<file path="config.mk">
export PLATFORM = sky130hd
export DESIGN_NAME = spi_master_core
export DESIGN_NICKNAME = d
export VERILOG_FILES = /design/src/rtl/spi_master_core.sv
export SDC_FILE = /design/constraint.sdc
export NUM_CORES = 1
export LEC_CHECK = 0
export ABC_AREA = 0
export CORE_UTILIZATION = 35
export DETAILED_ROUTE_END_ITERATION = 8
export SYNTH_ARGS = -nofsm -noshare
export SYNTH_HDL_FRONTEND = slang
export SYNTH_SLANG_ARGS = --single-unit
</file>
<file path="constraint.sdc">
create_clock -name I_clk -period 3.1 [get_ports I_clk]
set_input_delay 0.62 -clock I_clk [delete_from_list [all_inputs] [get_ports I_clk]]
set_output_delay 0.62 -clock I_clk [all_outputs]
set_load 0.005 [all_outputs]
</file>
<file path="src/rtl/spi_master_core.sv">
// Mode-0 byte SPI master: streams back-to-back bytes while I_tx_en/I_rx_en is held.
// Optional `SPI_FULL_DUPLEX_EN: TX bytes also capture MISO and pulse O_rx_done.
module spi_master_core #(
  parameter int CLK_DIV = 1
) (
  input  logic       I_clk,
  input  logic       I_rst_n,
  input  logic       I_tx_en,
  input  logic       I_rx_en,
  input  logic [7:0] I_data_in,
  output logic [7:0] O_data_out,
  output logic       O_tx_done,
  output logic       O_rx_done,
  input  logic       I_spi_miso,
  output logic       O_spi_sck,
  output logic       O_spi_cs,
  output logic       O_spi_mosi
);

  localparam int DATA_W = 8;
  localparam int DIV_W  = (CLK_DIV > 1) ? $clog2(CLK_DIV) : 1;
  localparam logic [DIV_W-1:0] DIV_LAST = DIV_W'(CLK_DIV - 1);

  localparam logic [0:0] ST_IDLE = 1'b0;
  localparam logic [0:0] ST_XFER = 1'b1;

`ifdef SPI_FULL_DUPLEX_EN
  localparam logic FULL_DUPLEX = 1'b1;
`else
  localparam logic FULL_DUPLEX = 1'b0;
`endif

  logic [0:0]        state;
  logic [3:0]        h_cnt;
  logic [DIV_W-1:0]  div_cnt;
  logic              mode_tx;
  logic [DATA_W-1:0] tx_byte;
  logic [DATA_W-1:0] rx_shift;

  logic              div_wrap;
  logic              byte_end;
  logic              start;
  logic              sck_rise;
  logic              rx_active;
  logic              sample_en;
  logic              done_nxt;
  logic [3:0]        h_nxt;
  logic [DIV_W-1:0]  div_nxt;
  logic [DATA_W-1:0] rx_nxt;

  always_comb begin
    div_wrap  = (div_cnt == DIV_LAST);
    byte_end  = (state == ST_XFER) && (h_cnt == 4'd15) && div_wrap;
    start     = ((state == ST_IDLE) || byte_end) && (I_tx_en || I_rx_en);
    h_nxt     = h_cnt;
    div_nxt   = div_cnt;
    if ((state == ST_XFER) && !byte_end) begin
      if (div_wrap) begin
        h_nxt   = h_cnt + 4'd1;
        div_nxt = '0;
      end else begin
        div_nxt = div_cnt + DIV_W'(1);
      end
    end
    // MISO is captured on the same system edge that drives SCK high
    sck_rise  = (state == ST_XFER) && div_wrap && !h_cnt[0];
    rx_active = !mode_tx || FULL_DUPLEX;
    sample_en = sck_rise && rx_active;
    rx_nxt    = sample_en ? {rx_shift[DATA_W-2:0], I_spi_miso} : rx_shift;
    // done lands on the edge that opens the byte's final system clock
    done_nxt  = (state == ST_XFER) && !byte_end && (h_nxt == 4'd15) &&
                (div_nxt == DIV_LAST);
  end

  always_ff @(posedge I_clk or negedge I_rst_n) begin
    if (!I_rst_n) begin
      state      <= ST_IDLE;
      h_cnt      <= '0;
      div_cnt    <= '0;
      mode_tx    <= 1'b0;
      O_spi_cs   <= 1'b1;
      O_spi_sck  <= 1'b0;
      O_spi_mosi <= 1'b0;
      O_tx_done  <= 1'b0;
      O_rx_done  <= 1'b0;
      O_data_out <= '0;
    end else begin
      O_tx_done <= done_nxt && mode_tx;
      O_rx_done <= done_nxt && rx_active;
      if (done_nxt && rx_active) begin
        O_data_out <= rx_nxt;
      end
      if (start) begin
        state      <= ST_XFER;
        h_cnt      <= '0;
        div_cnt    <= '0;
        mode_tx    <= I_tx_en;
        O_spi_cs   <= 1'b0;
        O_spi_sck  <= 1'b0;
        O_spi_mosi <= I_tx_en ? I_data_in[DATA_W-1] : 1'b0;
      end else if (byte_end) begin
        state      <= ST_IDLE;
        h_cnt      <= '0;
        div_cnt    <= '0;
        O_spi_cs   <= 1'b1;
        O_spi_sck  <= 1'b0;
        O_spi_mosi <= 1'b0;
      end else if (state == ST_XFER) begin
        h_cnt   <= h_nxt;
        div_cnt <= div_nxt;
        if (div_wrap) begin
          O_spi_sck <= h_nxt[0];
          if (!h_nxt[0]) begin
            O_spi_mosi <= mode_tx ? tx_byte[~h_nxt[3:1]] : 1'b0;
          end
        end
      end
    end
  end

  always_ff @(posedge I_clk) begin
    if (start) begin
      tx_byte <= I_data_in;
    end
    rx_shift <= rx_nxt;
  end

endmodule

</file>
== Yosys cells after proc, flatten, opt, wreduce, memory -nomap -nowiden ==
Index checks and enable logic that the tools add are counted.
Word-level totals
  register bits after elaboration: 36
  input bits: 13
Operators by class
  $add $sub $neg: 2
  order comparisons: 1
  equality and inequality tests: 4
  mux-type cells: 28
  bitwise operators: 4
  reduce and logical (&&, ||, !) cells: 20
Operators with widths (number)
  2-to-1 mux 1 bit: 21
  2-to-1 mux 4 bit: 5
  logical AND 1 bit: 11
  equality test 4 bit (second input constant): 2
  2-to-1 mux 8 bit: 1
  adder 4 x 1 -> 4 bit (second input constant): 1
  less-than comparator 3 x 4 -> 1 bit (second input constant): 1
  binary-select mux 1 bit (select 3 bit): 1
  zero test 1 bit: 3
  != test 3 x 1 -> 1 bit (second input constant): 1
  != test 3 bit (second input constant): 1
  inverter 1 bit: 3
  inverter 3 bit: 1
  AND reduction 3 bit: 1
  nonzero test 3 bit: 1
  logical OR 1 bit: 2
  AND reduction 2 bit: 1
  nonzero test 2 bit: 1
  adder 1 bit (second input constant): 1

== Depth between registers and ports, before layout ==
Gate-level depths: netlist of the first run.
  word-level depth: 15
  depth in mapped cells: 7

== Least setup slack after synthesis of the first run ==
Ideal clock, no wire load.
  kind: register -> register
  start point: register h_cnt[1]
  end point: register O_data_out[0]
  data arrival time: 2.221 ns
  setup slack: 0.754 ns
  stages on the path, launching flop included: 7
  buffers on the path: 0
  period minus slack after synthesis: 2.346 ns
  cell sequence: dfrtp_1 -> ha_1 -> or3b_1 -> mux2_2 -> and2_4 -> nor4b_4 -> mux2_2
Between the ends
  cells in the longest elaborated chain, start to end: 10
  elaborated cells on any way between the ends: 14
RTL lines
  from (decl): line 34  | logic [3:0] h_cnt;
  from (signal assigned): line 109  | h_cnt <= h_nxt;
  branches (longest 8 deep; another with adder 4 x 1 -> 4 bit)
  logical AND 1 bit (*): line 71  | done_nxt = (state == ST_XFER) && !byte_end && (h_nxt == 4'd15) &&
  logical AND 1 bit (*): line 90  | if (done_nxt && rx_active) begin
  to (signal assigned): line 91  | O_data_out <= rx_nxt;
  to (decl): line 11  | output logic [7:0] O_data_out,
Every way passes the cells marked *.
A chain may end at the register's enable or synchronous reset.

== Worst setup path in the final report of the first run ==
  start point: register h_cnt[0]
  end point: register O_data_out[7]
Between the ends
  cells in the longest elaborated chain, start to end: 10
  elaborated cells on any way between the ends: 18
RTL lines
  branches (longest 10 deep; another with adder 4 x 1 -> 4 bit)
Several ways; the timed one is not identified.

==> impl_results.md, run 1 <==
- Global route overflow: 0
- CTS tree: yes
- CTS H-tree lvls: 2
- Asr flop ratio synth: 55.6%
- Global Route Usage Sum: 14.4%
- Mean post-synth cell area: 12.0 µm²
- Total Neg Setup Slack: 0 ns
- Number of enable flip-flop cells after synthesis: 8
- Layout fillers: 409
- Clock slew at reported path FFs: 0.07 ns
- Flops & latches, synth: 36
- Post-layout min period: 2.59 ns
- RD Place Congestion: 0.844
- CTS sink cnt: 36
- Post-synth top cells: dfrtp_1, mux2_2, dfxtp_1, edfxtp_1, nand2_1
- Clock tree buffer depth: 2
- Clock skew: 0.00380 ns
- PD cells: 1050 nW/µm²
- Area Overhead vs Synth: 25.9%
- # Post-CTS Setup Buffers: 0
- Die width: 70.5 µm
- Hold Fails Final Rpt: 0
- PostCTS Resize Cnt: 0
- Yosys warning count: 0
- Worst Hold Depth: 1
- Drt wl/cell: 14.7 µm
- CP Data Required Time: 3.27 ns
- Slew Viols, Final: 0
- Reg2Reg Depth: 6
- Relative slew slack: 36.0%
- IO Pins: 26
- Vias: 1,181
- Setup crit end kind: flip-flop
- Hold Crit Class: flip-flop to flip-flop
- Dpl hpwl: 2.22 mm
- Worst Path Buf+Inv: 0
- Final-report setup violation count: 0
- Top cell type's share of synthesized area: 29.0%
- I/O Buffers: 25
- Failing checks: DRC
- Crit-path cells: ha_1 > or3b_1 > mux2_2 > and2_4 > nor4b_4 > mux2_2
- Starting density of the core: 36.9%
- Share of cells above drive strength 1: 19.8%
- Fmax: 386 MHz
- HP Start: rx_shift[7]$_DFF_P_
- CTS buffer count: 5
- Largest area contributor in the netlist: dfrtp_1
- Worst path top cell family by delay: simple AND/OR/NAND/NOR gates
- Reg2Reg Launch Point: h_cnt[0]$_DFFE_PN0P_
- Ranking of synthesized cells by area: dfrtp_1, edfxtp_1, mux2_2
- Number of global-route vias before repair: 1,182
- Post-route ant nets: 0
- Critical setup path kind: flip-flop to flip-flop
- Drt first pass iters: 6
- Routed WL: 3.22 mm
- Status: complete, but fails checks
- Via density: 5.39
- Mapped Area: 1640 µm²
- Yosys cell types: 40
- Hold worst-path end: rx_shift[7]$_DFF_P_
- Worst VDD drop: 434 µV
- Hold Buf Count CTS: 0
- Finished Cell Area: 2060 µm²
- Global-route wire length before repair: 5.40 mm
- Most used cell, CP: mux2_2
- ANT cells: 0
- Reg2reg end: O_data_out[7]$_DFFE_PN0P_
- CTS root buf: clkbuf_8
- Largest net degree at the start of global routing: 21
- Floorplan row count: 24
- Final nets: 180
- Worst-Skew Late Latency: 0.29 ns
- 1st-iter DRT viols: 64
- Cell Area, Placed: 1960 µm²
- Die area: 4960 µm²
- DRC viols: 6
- Worst path slowest cell: nor4b_4
- Critical Path Start Type: flip-flop
- Count leader, synth: dfrtp_1
- RSZ-0062 raised after global routing: no
- Net Count, Synth: 151
- Fin crit share: 83.6%
- Syn Inst Count: 137
- Max-cap check violation count: 0
- Slowest stage delay, CP: 0.52 ns
- Worst Path Arrival: 2.76 ns
- Sequential element share of the synthesized area: 55.0%
- Die H: 70.5 µm
- Antenna violations before repair: 0
- Leakage: 0.000850 µW
- Worst Tran Pin Value: 0.957 ns
- Worst-path maximum fanout: 12
- Most frequently used flop master after synthesis: dfrtp_1
- Register-to-register setup slack: 0.51 ns
- Core footprint: 4440 µm²
logic make-up after synthesis:
| kind of cell | after synthesis | share of synthesized area [%] |
|---|---|---|
| xor gates and xnor gates | 2 | 1.07 |
| muxes | 17 | 11.7 |
| AOI/OAI and AO/OA | 31 | 13.7 |
| DFF | 36 | 55.0 |
| adders and majority gates | 1 | 0.763 |
| and+or+nand+nor | 42 | 16.0 |
| buffers and inverters | 8 | 1.83 |
worst max-delay path by stage:
stage | start | endpoint | cells past startpoint
CTS | h_cnt[0]$_DFFE_PN0P_ | O_data_out[7]$_DFFE_PN0P_ | 6
floorplan | h_cnt[1]$_DFFE_PN0P_ | O_data_out[0]$_DFFE_PN0P_ | 6
finish | h_cnt[0]$_DFFE_PN0P_ | O_data_out[7]$_DFFE_PN0P_ | 6
global route | h_cnt[0]$_DFFE_PN0P_ | O_data_out[7]$_DFFE_PN0P_ | 6
global placement | h_cnt[0]$_DFFE_PN0P_ | O_data_out[1]$_DFFE_PN0P_ | 6
detailed placement | h_cnt[0]$_DFFE_PN0P_ | O_data_out[0]$_DFFE_PN0P_ | 6
through the flow:
stage	power, µW	hold slack, ns	setup slack [ns]	util, %	std cells
floorplan	1460	0.324	0.754	-	137
global placement	1770	0.461	0.538	44.1	211
detailed placement	1790	0.461	0.507	44.1	211
CTS	2180	0.479	0.488	46.5	219
global route	2320	0.483	0.358	46.5	219
finish	2160	0.478	0.510	46.5	219
metal layers:
layer	vias up	global-route usage [%]	share of wire [%]
met2	31	21.5	46
met4	0	7.71	1.6
met3	5	4.91	4.6
met1	572	18.3	48
li1	573	-	-
met5	-	0	0
sequential cells by signal, indices dropped and copies added, names as in the netlist:
signal,cells
rx_shift,8
tx_byte,8
O_spi_sck,1
div_cnt,1
O_rx_done,1
state,1
O_tx_done,1
mode_tx,1
O_spi_cs,1
h_cnt,4
O_spi_mosi,1
O_data_out,8
cells in the final DEF, fill, tap and decap left out, drive strengths merged, types with 2 or more instances in the layout:
cell type,instances
a21o,3
a21oi,4
a22o,7
a31oi,3
a32oi,2
and2,2
and3,7
buf,4
clkbuf,6
clkdlybuf4s50,25
dfrtp,19
dfxtp,8
edfxtp,8
inv,2
mux2,17
nand2,8
nand2b,3
nand3,5
nor2,4
nor2b,4
nor3,3
o21ai,4
xnor2,2
area by class of cell:
cell class	count	area [µm²]	area share, %
multi-input cells	93	708	34.3
well taps	52	65.1	3.15
repair buffers	29	280	13.6
clock inverters	2	11.3	0.545
flip-flops and latches	36	902	43.7
inverters	1	3.75	0.182
clock buffers	6	93.8	4.55
power by group:
part	leakage [µW]	total, µW	internal, µW	switching [µW]
clock	0.0000566	376	206	170
sequential	0.000376	847	681	166
combinational	0.000417	939	551	388
total	0.000850	2160	1440	724
(Power assumes the default switching activity.)
==> run 2: changes to the inputs <==
==> constraint.sdc (replaced) <==
create_clock -name I_clk -period 2.5 [get_ports I_clk]
set_input_delay 0.5 -clock I_clk [delete_from_list [all_inputs] [get_ports I_clk]]
set_output_delay 0.5 -clock I_clk [all_outputs]
set_load 0.005 [all_outputs]
==> impl_results.md, run 2 (same netlist as run 1, synthesis figures left out) <==
- Status: complete, but fails checks (unchanged)
- Fmax: 435 MHz (was 386 MHz)
- Relative slew slack: 68.7% (was 36.0%)
- DRC viols: 5 (was 6)
- Global Route Usage Sum: 15.3% (was 14.4%)
- Drt wl/cell: 14.7 µm (about the same)
- Most used cell, CP: mux2_2 (unchanged)
- Number of global-route vias before repair: 1,277 (was 1,182)
- CTS sink cnt: 36 (unchanged)
- Leakage: 0.000896 µW (was 0.000850 µW)
- Largest regs: O_data_out x8, rx_shift x8, tx_byte x8 (unchanged)
- Cell Area, Placed: 2030 µm² (was 1960 µm²)
- Worst Path Arrival: 2.48 ns (was 2.76 ns)
- Global-route wire length before repair: 5.82 mm (was 5.40 mm)
- PD cells: 1310 nW/µm² (was 1050 nW/µm²)
- I/O Buffers: 25 (unchanged)
- Worst Path Buf+Inv: 1 (was 0)
- RSZ-0062 raised after global routing: no (unchanged)
- Finished Cell Area: 2150 µm² (was 2060 µm²)
- RD Place Congestion: 0.827 (was 0.844)
- Worst path top cell family by delay: simple AND/OR/NAND/NOR gates (unchanged)
- Area Overhead vs Synth: 30.8% (was 25.9%)
- Share of cells above drive strength 1: 24.3% (was 19.8%)
- Setup crit end kind: flip-flop (unchanged)
- Worst-Skew Late Latency: 0.29 ns (about the same)
- Hold Buf Count CTS: 0 (unchanged)
- Reg2Reg Launch Point: h_cnt[0]$_DFFE_PN0P_ (unchanged)
- Worst path slowest cell: dfrtp_1 (was nor4b_4)
- Largest net degree at the start of global routing: 14 (was 21)
- Core footprint: 4440 µm² (unchanged)
- Vias: 1,226 (was 1,181)
- Total Neg Setup Slack: 0 ns (unchanged)
- # Post-CTS Setup Buffers: 0 (unchanged)
- Post-route ant nets: 0 (unchanged)
- HP Start: rx_shift[7]$_DFF_P_ (unchanged)
- Slew Viols, Final: 0 (unchanged)
- CP Data Required Time: 2.68 ns (was 3.27 ns)
- Critical Path Start Type: flip-flop (unchanged)
- CTS buffer count: 5 (unchanged)
- Dpl hpwl: 2.48 mm (was 2.22 mm)
- Routed WL: 3.38 mm (was 3.22 mm)
- Fin crit share: 92.0% (was 83.6%)
- Floorplan row count: 24 (unchanged)
- Failing checks: DRC (unchanged)
- Worst Tran Pin Value: 0.468 ns (was 0.957 ns)
- Critical setup path kind: flip-flop to flip-flop (unchanged)
- Die area: 4960 µm² (unchanged)
- Die H: 70.5 µm (unchanged)
- Max-cap check violation count: 0 (unchanged)
- Via density: 5.35 (was 5.39)
- Clock tree buffer depth: 2 (unchanged)
- Final-report setup violation count: 0 (unchanged)
- Drt first pass iters: 6 (unchanged)
- IO Pins: 26 (unchanged)
- Worst VDD drop: 502 µV (was 434 µV)
- Total Power: 2810 µW (was 2160 µW)
- Clock skew: 0.00382 ns (was 0.00380 ns)
- 1st-iter DRT viols: 49 (was 64)
- WHS: 0.491 ns (was 0.478 ns)
- CTS root buf: clkbuf_8 (unchanged)
- Slowest stage delay, CP: 0.39 ns (was 0.52 ns)
- ANT cells: 0 (unchanged)
- Most frequent cells in the layout: clkdlybuf4s50_1, dfrtp_1, mux2_2, buf_4 (was clkdlybuf4s50_1, dfrtp_1, mux2_2)
- Worst-path maximum fanout: 9 (was 12)
- Reg2reg end: O_data_out[2]$_DFFE_PN0P_ (was O_data_out[7]$_DFFE_PN0P_)
- Clock slew at reported path FFs: 0.07 ns (about the same)
- CTS H-tree lvls: 2 (unchanged)
- PostCTS Resize Cnt: 0 (unchanged)
- Crit-path cells: ha_1 > or3b_1 > mux2_2 > and2_4 > nor4b_4 > buf_4 > mux2_2 (was ha_1 > or3b_1 > mux2_2 > and2_4 > nor4b_4 > mux2_2)
- Die width: 70.5 µm (unchanged)
- Commonest non-fill, non-tap cell in the layout: clkdlybuf4s50_1 (unchanged)
- Global route overflow: 0 (unchanged)
- Register-to-register setup slack: 0.20 ns (was 0.51 ns)
- Final nets: 190 (was 180)
- Hold worst-path end: rx_shift[7]$_DFF_P_ (unchanged)
- Starting density of the core: 36.9% (unchanged)
- CTS tree: yes (unchanged)
- Post-layout min period: 2.30 ns (was 2.59 ns)
- Hold Crit Class: flip-flop to flip-flop (unchanged)
- Antenna violations before repair: 0 (unchanged)
- Worst Hold Depth: 1 (unchanged)
- Hold Fails Final Rpt: 0 (unchanged)
- Reg2Reg Depth: 7 (was 6)
## run 2: changes by cell type in the layout (fill, tap and decap cells not counted)
cell	previous run	this run
buf_4	4	14
bufinv_16	0	1
clkbuf_16	1	0
clkinvlp_4	0	1
inv_4	1	0
## run 2: how the worst max path moves through the flow
stage	start	to	slack [ns]	cells after the start
after floorplan	h_cnt[1]$_DFFE_PN0P_	O_data_out[0]$_DFFE_PN0P_	0.15	6
after global placement	h_cnt[0]$_DFFE_PN0P_	O_data_out[0]$_DFFE_PN0P_	0.29	7
after detailed placement	h_cnt[0]$_DFFE_PN0P_	O_data_out[2]$_DFFE_PN0P_	0.21	7
after CTS	h_cnt[0]$_DFFE_PN0P_	O_data_out[2]$_DFFE_PN0P_	0.20	7
after global routing	h_cnt[0]$_DFFE_PN0P_	O_data_out[2]$_DFFE_PN0P_	0.15	7
final	h_cnt[0]$_DFFE_PN0P_	O_data_out[2]$_DFFE_PN0P_	0.20	7
## run 2: per-stage QoR
stage	utilization, %	setup WS (ns)	std cells
final	48.3	0.200	229
after floorplan	-	0.154	137
after detailed placement	45.8	0.214	221
after global placement	45.8	0.291	221
after global routing	48.3	0.148	229
after CTS	48.3	0.202	229
## run 2: area by class of cell
cell class	instances	area, µm²
well taps	52	65.1
repair buffers	39	355
clock inverters	3	42.5
clock buffers	5	68.8
multi-input cells	93	708
fillers	417	2300
inverters	1	3.75
flip-flops and latches	36	902
## run 2: where the power goes
group / total [µW] / switching [µW] / internal (µW)
sequential: 971 / 125 / 846
combinational: 1330 / 585 / 745
clock: 507 / 212 / 295
total: 2810 / 922 / 1890
## run 2: layer usage
layer	routed length [µm]	vias to the layer above	part of all wire (%)	track usage, %
met3	125	7	3.7	5.19
met5	0	-	0	0
met2	1590	19	47	24.3
met4	54	0	1.6	6.12
met1	1610	609	48	19.2
li1	-	591	-	-
